`config.mk`:
```
export PLATFORM = sky130hd
export DESIGN_NAME = sram_port_ctrl
export DESIGN_NICKNAME = d
export VERILOG_FILES = /design/src/rtl/sram_port_ctrl.sv
export SDC_FILE = /design/constraint.sdc
export NUM_CORES = 1
export LEC_CHECK = 0
export CORE_AREA = 2 2 211 213
export CTS_CLUSTER_SIZE = 40
export DETAILED_ROUTE_END_ITERATION = 8
export DIE_AREA = 0 0 213 215
export REMOVE_ABC_BUFFERS = 1
export SLEW_MARGIN = 20
export SYNTH_ARGS = -nofsm -noshare
export SYNTH_HDL_FRONTEND = slang
export SYNTH_SLANG_ARGS = --single-unit
```
`constraint.sdc`:
```
create_clock -name CLK -period 5.6 [get_ports CLK]
set_input_delay 1.4 -clock CLK [delete_from_list [all_inputs] [get_ports CLK]]
set_output_delay 1.4 -clock CLK [all_outputs]
set_load 0.02 [all_outputs]
```
`src/rtl/sram_port_ctrl.sv`:
```
`default_nettype none
// ============================================================================
// Module   : sram_port_ctrl
// Brief    : 64-bit valid/ready request stream to a 64x128 single-port SRAM
//            macro, with post-reset zero-fill and a 2-entry response buffer.
// Revision : 1.0
// ============================================================================
module sram_port_ctrl #(
  parameter bit INIT_ZERO = 1'b1
) (
  input  logic         CLK,
  input  logic         RST,
  input  logic         req_valid,
  output logic         req_ready,
  input  logic         req_wen,
  input  logic [9:0]   req_addr,
  input  logic [63:0]  req_wdata,
  input  logic [7:0]   req_wstrb,
  output logic         rsp_valid,
  input  logic         rsp_ready,
  output logic         rsp_wen,
  output logic [63:0]  rsp_rdata,
  output logic         init_done,
  output logic         sram_cen,
  output logic         sram_wen,
  output logic [127:0] sram_bwen,
  output logic [5:0]   sram_a,
  output logic [127:0] sram_d,
  input  logic [127:0] sram_q
);

  typedef enum logic [0:0] {
    ST_INIT = 1'b0,
    ST_RUN  = 1'b1
  } state_t;

  localparam logic [63:0] ONES64 = '1;

  state_t      state;
  state_t      state_next;
  logic [5:0]  init_cnt;

  logic        s1_valid;
  logic        s1_wen;
  logic        s1_half;

  logic        buf_wen  [2];
  logic [63:0] buf_data [2];
  logic        rd_ptr;
  logic        wr_ptr;
  logic [1:0]  buf_count;

  logic        fire;
  logic        pop;
  logic [2:0]  occupancy;
  logic [63:0] push_data;
  logic [63:0] lane_mask;
  logic        unused_addr_bits;

  assign unused_addr_bits = ^req_addr[2:0];

  assign rsp_valid = (buf_count != 2'd0);
  assign pop       = rsp_valid && rsp_ready;
  assign occupancy = {1'b0, buf_count} + {2'b00, s1_valid} - {2'b00, pop};

  // Accept only while a slot is guaranteed for this request and the one in s1.
  assign req_ready = !RST && (state == ST_RUN) && (occupancy <= 3'd1);
  assign fire      = req_valid && req_ready;

  assign rsp_wen   = rsp_valid && buf_wen[rd_ptr];
  assign rsp_rdata = rsp_valid ? buf_data[rd_ptr] : 64'd0;

  // Q is only meaningful in the cycle right after a read, which is exactly s1.
  assign push_data = s1_wen ? 64'd0 : (s1_half ? sram_q[127:64] : sram_q[63:0]);

  always_comb begin
    lane_mask = '1;
    for (int i = 0; i < 8; i++) begin
      lane_mask[8*i +: 8] = {8{~req_wstrb[i]}};
    end
  end

  always_ff @(posedge CLK) begin
    if (RST) begin
      state <= INIT_ZERO ? ST_INIT : ST_RUN;
    end else begin
      state <= state_next;
    end
  end

  always_comb begin
    state_next = state;
    init_done  = 1'b0;
    sram_cen   = 1'b1;
    sram_wen   = 1'b1;
    sram_bwen  = '1;
    sram_a     = 6'd0;
    sram_d     = '0;
    if (!RST) begin
      case (state)
        ST_INIT: begin
          sram_cen  = 1'b0;
          sram_wen  = 1'b0;
          sram_bwen = '0;
          sram_a    = init_cnt;
          if (init_cnt == 6'd63) begin
            state_next = ST_RUN;
          end
        end
        ST_RUN: begin
          init_done = 1'b1;
          if (fire) begin
            sram_cen = 1'b0;
            sram_wen = ~req_wen;
            sram_a   = req_addr[9:4];
            sram_d   = {req_wdata, req_wdata};
            if (req_wen) begin
              sram_bwen = req_addr[3] ? {lane_mask, ONES64} : {ONES64, lane_mask};
            end
          end
        end
        default: state_next = ST_INIT;
      endcase
    end
  end

  always_ff @(posedge CLK) begin
    if (RST) begin
      init_cnt    <= 6'd0;
      s1_valid    <= 1'b0;
      s1_wen      <= 1'b0;
      s1_half     <= 1'b0;
      rd_ptr      <= 1'b0;
      wr_ptr      <= 1'b0;
      buf_count   <= 2'd0;
      buf_wen[0]  <= 1'b0;
      buf_wen[1]  <= 1'b0;
      buf_data[0] <= 64'd0;
      buf_data[1] <= 64'd0;
    end else begin
      if (state == ST_INIT) begin
        init_cnt <= init_cnt + 6'd1;
      end
      s1_valid <= fire;
      if (fire) begin
        s1_wen  <= req_wen;
        s1_half <= req_addr[3];
      end
      if (s1_valid) begin
        buf_wen[wr_ptr]  <= s1_wen;
        buf_data[wr_ptr] <= push_data;
        wr_ptr           <= ~wr_ptr;
      end
      if (pop) begin
        rd_ptr <= ~rd_ptr;
      end
      buf_count <= buf_count + {1'b0, s1_valid} - {1'b0, pop};
    end
  end

endmodule
`default_nettype wire
```
==> results of run 1 <==
-- critical path, cell delays in order --
cell and delay [ns]:
dlygate4sd2_1 0.27, o21ai_2 0.08, inv_1 0.06, ha_1 0.27, inv_1 0.06, ha_1 0.17, fa_2 0.49, and4bb_2 0.36
buf_12 0.22, and3_1 0.34, dlygate4sd2_1 0.38
-- cell type report --
class | instances | area, sq um | share of cell area, %
repair buffers | 604 | 5750 | 39.3
clock buffers | 18 | 429 | 2.93
well taps | 592 | 741 | 5.06
multi-input cells | 474 | 3300 | 22.5
flip-flops and latches | 145 | 4220 | 28.8
inverters | 10 | 37.5 | 0.256
diodes | 1 | 2.50 | 0.0171
clock inverters | 14 | 163 | 1.11
-- metal layers --
layer	global-route usage [%]	share of wire [%]	vias up	wire length [um]
met5	0	0.080	-	30
met4	3.52	1.0	4	383
met3	4.41	7.2	29	2710
met2	26.7	49	324	18400
met1	19.7	43	3866	15900
li1	-	-	3690	-
-- power by group --
| part | switching, mW | total (mW) | leakage (nW) | internal [mW] |
|---|---|---|---|---|
| logic | 0.649 | 1.18 | 4.39 | 0.527 |
| clock network | 0.457 | 1.16 | 0.284 | 0.698 |
| registers | 0.0493 | 1.26 | 1.47 | 1.21 |
| total | 1.16 | 3.60 | 6.14 | 2.44 |
-- sequential cells by signal (all words and copies together), names as in the netlist, named ones only --
name	flops
buf_count	2
buf_data	128
buf_wen	2
init_cnt	6
rd_ptr	1
s1_half	1
s1_valid	1
s1_wen	1
state	1
wr_ptr	1
-- synthesized netlist by cell type, drive strengths merged --
library cell	n	area, sq um
a21o	1	7.51
a21oi	11	55.1
a31oi	7	50.1
a32o	5	50.1
a41oi	3	26.3
and2	1	6.26
and3	64	400
and4bb	1	12.5
buf	220	1560
clkbuf	28	105
dfxtp	15	300
edfxtp	130	3900
fa	1	20.0
ha	3	37.5
inv	10	37.5
mux2i	131	1310
nand2	2	7.51
nand3	5	25.0
nand4b	2	17.5
nand4bb	1	11.3
nor2	81	312
nor2b	5	31.3
nor3	128	641
nor4	1	6.26
o21ai	3	15.0
o31ai	1	7.51
or2	8	50.1
or3	1	6.26
xnor2	3	26.3
xor2	5	51.3
-- stage by stage --
stage	setup TNS (ns)	hold WS, ns	utilization, %
2_1_floorplan	-128.89	0.465	-
3_3_place_gp	-115.77	0.491	32.6
3_5_place_dp	-103.93	0.489	32.6
4_1_cts	0	0.507	33.4
5_1_grt	-0.00170	0.542	33.5
6_report	0	0.502	33.5
-- worst paths after layout --
check / depth (start not counted) / endpoint / slack (ns) / start
max reg2reg: 11 / s1_wen / 2.90 / buf_count[1]
max: 11 / sram_d[100] / 0.08 / rsp_ready
min reg2reg: 2 / rd_ptr / 0.50 / rd_ptr
min: 2 / rd_ptr / 0.50 / rd_ptr
-- what timing repair did --
action / in CTS / in global routing
setup buffers: 1 / 0
setup endpoints to repair: 255 / 21
gates resized for setup: 290 / 16
pin swaps: 2 / 1
-- logic make-up after synthesis --
kind of cell / synth area share [%]
AND/OR/NAND/NOR: 16.8
buffers and inverters: 18.7
flip-flops: 46.2
multiplexers: 14.4
AO/OA/AOI/OAI: 2.33
XOR/XNOR: 0.853
adder cells (fa/ha/maj): 0.633
==> results.sh, run 1 <==
export IMPL_outcome="finished, final reports clean"
export IMPL_core_area_sq_mm=0.0436
export IMPL_place_area_sq_mm=0.0142
export IMPL_arrival_ns=4.12
export IMPL_grt_pass1_vias=7975
export IMPL_drc=0
export IMPL_holdBufCountCts=0
export IMPL_drt_iter0_markers=372
export IMPL_final_nets=1471
export IMPL_clk_path_buf_depth=2
export IMPL_dpl_hpwl_um=28200
export IMPL_post_drt_wl_per_cell_um=20.1
export IMPL_maxCapViolCount=0
export IMPL_finalHoldViolCount=0
export IMPL_placed_cells=1824
export IMPL_ys_types=37
export IMPL_netlist_instances=877
export IMPL_stdcell_count=1858
export IMPL_start_kind="primary input"
export IMPL_die_w_um=213
export IMPL_cts_tree="built"
export IMPL_slew_violations=0
export IMPL_clk_pin_slew_ns=0.06
export IMPL_fillers=4569
export IMPL_worst_slack_ns=0.0765
export IMPL_clock_latency_ns=0.43
export IMPL_final_period_utilization_pct=98.6
export IMPL_stdcell_area_sq_mm=0.0146
export IMPL_num_vias=7913
export IMPL_io_pin_count=547
export IMPL_finalSetupViolations=0
export IMPL_die_area_sq_mm=0.0458
export IMPL_mostFrequentLayoutCells="clkdlybuf4s50_1, dlygate4sd2_1, mux2i_1, edfxtp_1, nor3_1"
export IMPL_max_vdd_ir_drop_mv=0.150
export IMPL_numCtsBuffers=17
export IMPL_yosysSeqAreaShare_pct=46.2
export IMPL_syn_to_final_growth_pct=61.0
export IMPL_grt_remaining_overflow=0
export IMPL_ys_warn_count=0
export IMPL_fmax_mhz=181
export IMPL_start_util_pct=20.8
export IMPL_port_buffers=543
export IMPL_ys_ff_latch=145
export IMPL_drive_above_1_share_pct=12.1
export IMPL_grt_max_degree=70
export IMPL_fin_crit_ns=5.52
export IMPL_hp_class="register to register"
export IMPL_ant_nets=0
export IMPL_p_total_mw=3.60
export IMPL_max_slew_margin_rel_pct=33.5
export IMPL_cts_root_buf="clkbuf_16"
export IMPL_dp_slack_ns=-0.654
export IMPL_critPathKind="primary input to output port"
export IMPL_rows=77
export IMPL_power_density_mw_per_mm2=246
export IMPL_worstMarginPinSlew_ns=0.993
export IMPL_synth_area_sq_mm=0.00909
export IMPL_grt_use_total_pct=15.7
export IMPL_wirelength_um=37400
export IMPL_htree_num_levels=4
export IMPL_gp_congestion=0.928
export IMPL_final_common_cell="clkdlybuf4s50_1"
export IMPL_p_leak_nw=6.14
export IMPL_grt_pass1_wl_um=52500
export IMPL_final_setup_skew_ns=0.00724
export IMPL_end_kind="output port"
export IMPL_firstDrtPassIters=5
export IMPL_cp_max_fo=54
export IMPL_clkSinkCount=145
export IMPL_avgSynthCellArea_sq_um=10.4
export IMPL_vias_per_cell=4.26
export IMPL_crit_required_ns=4.20
export IMPL_fp_dieH_um=215
export IMPL_antenna_found_initial=5
No activity file was read; power rests on OpenSTA's default activity.
==> run 2: changes to the inputs <==
==> constraint.sdc (replaced) <==
create_clock -name CLK -period 6.23 [get_ports CLK]
set_input_delay 1.5575 -clock CLK [delete_from_list [all_inputs] [get_ports CLK]]
set_output_delay 1.5575 -clock CLK [all_outputs]
set_load 0.02 [all_outputs]
==> run 2 against run 1 <==
Combinational power decreased by 13%. Sequential power decreased by 9%. Critical path depth unchanged. Largest power group unchanged. Highest routed layer unchanged. Power decreased by 8.6%. Worst setup slack improved by 0.026 ns. Utilization decreased by 0.19 points. Cell count decreased by 0.27%. Critical endpoint is now sram_d[12]. Design area decreased by 0.56%. Wire length decreased by 0.82%. Non-clock buffer count decreased by 9. Hold slack improved by 0.0023 ns. Register-to-register slack improved by 0.50 ns.
==> results.sh, run 2 (synthesis gave the netlist of run 1 again) <==
export IMPL_outcome="finished, final reports clean"
export IMPL_finalHoldViolCount=0
export IMPL_final_common_cell="clkdlybuf4s50_1"
export IMPL_worstReg2RegStart="buf_count[1]"
export IMPL_rr_endpoint="s1_wen"
export IMPL_critPathKind="primary input to output port"
export IMPL_cts_tree="built"
export IMPL_final_setup_skew_ns=0.0112
export IMPL_htree_num_levels=4
export IMPL_core_area_sq_mm=0.0436
export IMPL_utilization_pct=33.4
export IMPL_grt_pass1_vias=7925
export IMPL_grt_remaining_overflow=0
export IMPL_hp_class="register to register"
export IMPL_slew_violations=0
export IMPL_final_period_utilization_pct=98.3
export IMPL_rows=77
export IMPL_cp_max_fo=31
export IMPL_firstDrtPassIters=4
export IMPL_port_buffers=543
export IMPL_worstMarginPinSlew_ns=1.08
export IMPL_mostFrequentLayoutCells="clkdlybuf4s50_1, dlygate4sd2_1, mux2i_1, edfxtp_1, nor3_1"
export IMPL_grt_use_total_pct=15.5
export IMPL_holdBufCountCts=0
export IMPL_rsz0062_at_grt="yes"
export IMPL_drive_above_1_share_pct=11.7
export IMPL_num_vias=7818
export IMPL_fin_hold_ws_ns=0.505
export IMPL_fillers=4529
export IMPL_fin_crit_ns=6.13
export IMPL_start_util_pct=20.8
export IMPL_post_drt_wl_per_cell_um=20.0
export IMPL_multiInputGateArea_sq_mm=0.00329
export IMPL_die_w_um=213
export IMPL_drc=0
export IMPL_die_area_sq_mm=0.0458
export IMPL_numCtsBuffers=17
export IMPL_arrival_ns=4.57
export IMPL_finalSetupViolations=0
export IMPL_clk_pin_slew_ns=0.06
export IMPL_max_vdd_ir_drop_mv=0.177
export IMPL_start_kind="primary input"
export IMPL_max_slew_margin_rel_pct=28.2
export IMPL_r2r_setup_slack_ns=3.40
export IMPL_fp_dieH_um=215
export IMPL_p_leak_nw=5.91
export IMPL_crit_start="rsp_ready"
export IMPL_clkSinkCount=145
export IMPL_p_total_mw=3.29
export IMPL_power_density_mw_per_mm2=226
export IMPL_syn_to_final_growth_pct=60.1
export IMPL_io_pin_count=547
export IMPL_end_kind="output port"
export IMPL_crit_required_ns=4.67
export IMPL_seq_area_sq_mm=0.00422
export IMPL_largest_reg_flops=128
export IMPL_vias_per_cell=4.22
export IMPL_maxCapViolCount=0
export IMPL_grt_pass1_wl_um=51700
export IMPL_crit_path_end="sram_d[12]"
export IMPL_r2r_cells=10
export IMPL_antenna_found_initial=5
export IMPL_final_nets=1462
export IMPL_gp_congestion=0.881
export IMPL_grt_max_degree=70
export IMPL_cts_root_buf="clkbuf_16"
export IMPL_clk_path_buf_depth=2
export IMPL_fmax_mhz=163
export IMPL_top_register="buf_data"
export IMPL_reg_top3="buf_data (128), init_cnt (6)"
export IMPL_wirelength_um=37100
export IMPL_clock_latency_ns=0.43
export IMPL_dpl_hpwl_um=27800
export IMPL_ant_nets=0
export IMPL_drt_iter0_markers=329
[run 2: changes by cell type in the layout (fill, tap and decap cells not counted), sizes merged, moves of 2 or more]
cell,previous run,this run
clkdlybuf4s15,8,15
dlymetal6s2s,15,6
diode,1,5
buf,95,73
clkbuf,18,37
clkinv,6,8
dlygate4sd2,208,201
clkinvlp,3,1
[run 2: how the worst min path moves through the flow]
stage	depth (start not counted)	end	start	slack (ns)
CTS	2	register	rd_ptr	0.51
global route	2	register	rd_ptr	0.54
floorplan	2	init_cnt[5]	init_cnt[5]	0.47
global placement	2	register	rd_ptr	0.49
finish	2	register	rd_ptr	0.50
detailed placement	2	register	rd_ptr	0.49
[run 2: routing by layer]
layer	share of wire, %	global-route usage (%)	vias up
met5	0.21	1.29	-
met4	1.6	4.01	2
met3	8.6	5.30	26
met2	49	26.2	342
met1	41	18.6	3769
li1	-	-	3679
[run 2: final cells by class]
cell class	instances	share of cell area (%)
timing repair buffer	595	38.7
sequential	145	29.0
antenna	5	0.0859
clock inverter	15	1.44
inverter	10	0.258
clock buffer	17	2.92
multi-input combinational	474	22.6
tap	592	5.09
[run 2: metrics by stage]
stage / instances / setup slack [ns] / cell area [sq um] / setup TNS [ns]
after floorplan: 629 / -1.08 / 7430 / -88.46
after global placement: 1813 / -0.423 / 14100 / -45.88
after detailed placement: 1813 / -0.358 / 14100 / -40.20
after CTS: 1847 / -0.00297 / 14600 / -0.0158
after global routing: 1850 / -0.0510 / 14600 / -0.440
final: 1853 / 0.103 / 14600 / 0
[run 2: timing repair]
item,4_1_cts,5_1_grt
cloned,1,0
endpoints found under the hold margin,0,0
setup buffers,1,1
pin swaps,1,0
gates resized for setup,246,62
endpoints found under the setup margin,243,107
[run 2: worst max-delay path, cell delays in order]
cell             delay, ns
clkdlybuf4s50_1       0.44
o21ai_1               0.14
inv_1                 0.08
ha_1                  0.27
inv_1                 0.04
ha_1                  0.19
fa_2                  0.51
and4bb_4              0.41
bufbuf_16             0.33
and3_1                0.24
dlygate4sd2_1         0.36
[run 2: report_power, final]
part | switching [mW] | internal (mW)
clock network | 0.435 | 0.676
registers | 0.0538 | 1.09
logic | 0.565 | 0.464
total | 1.05 | 2.23
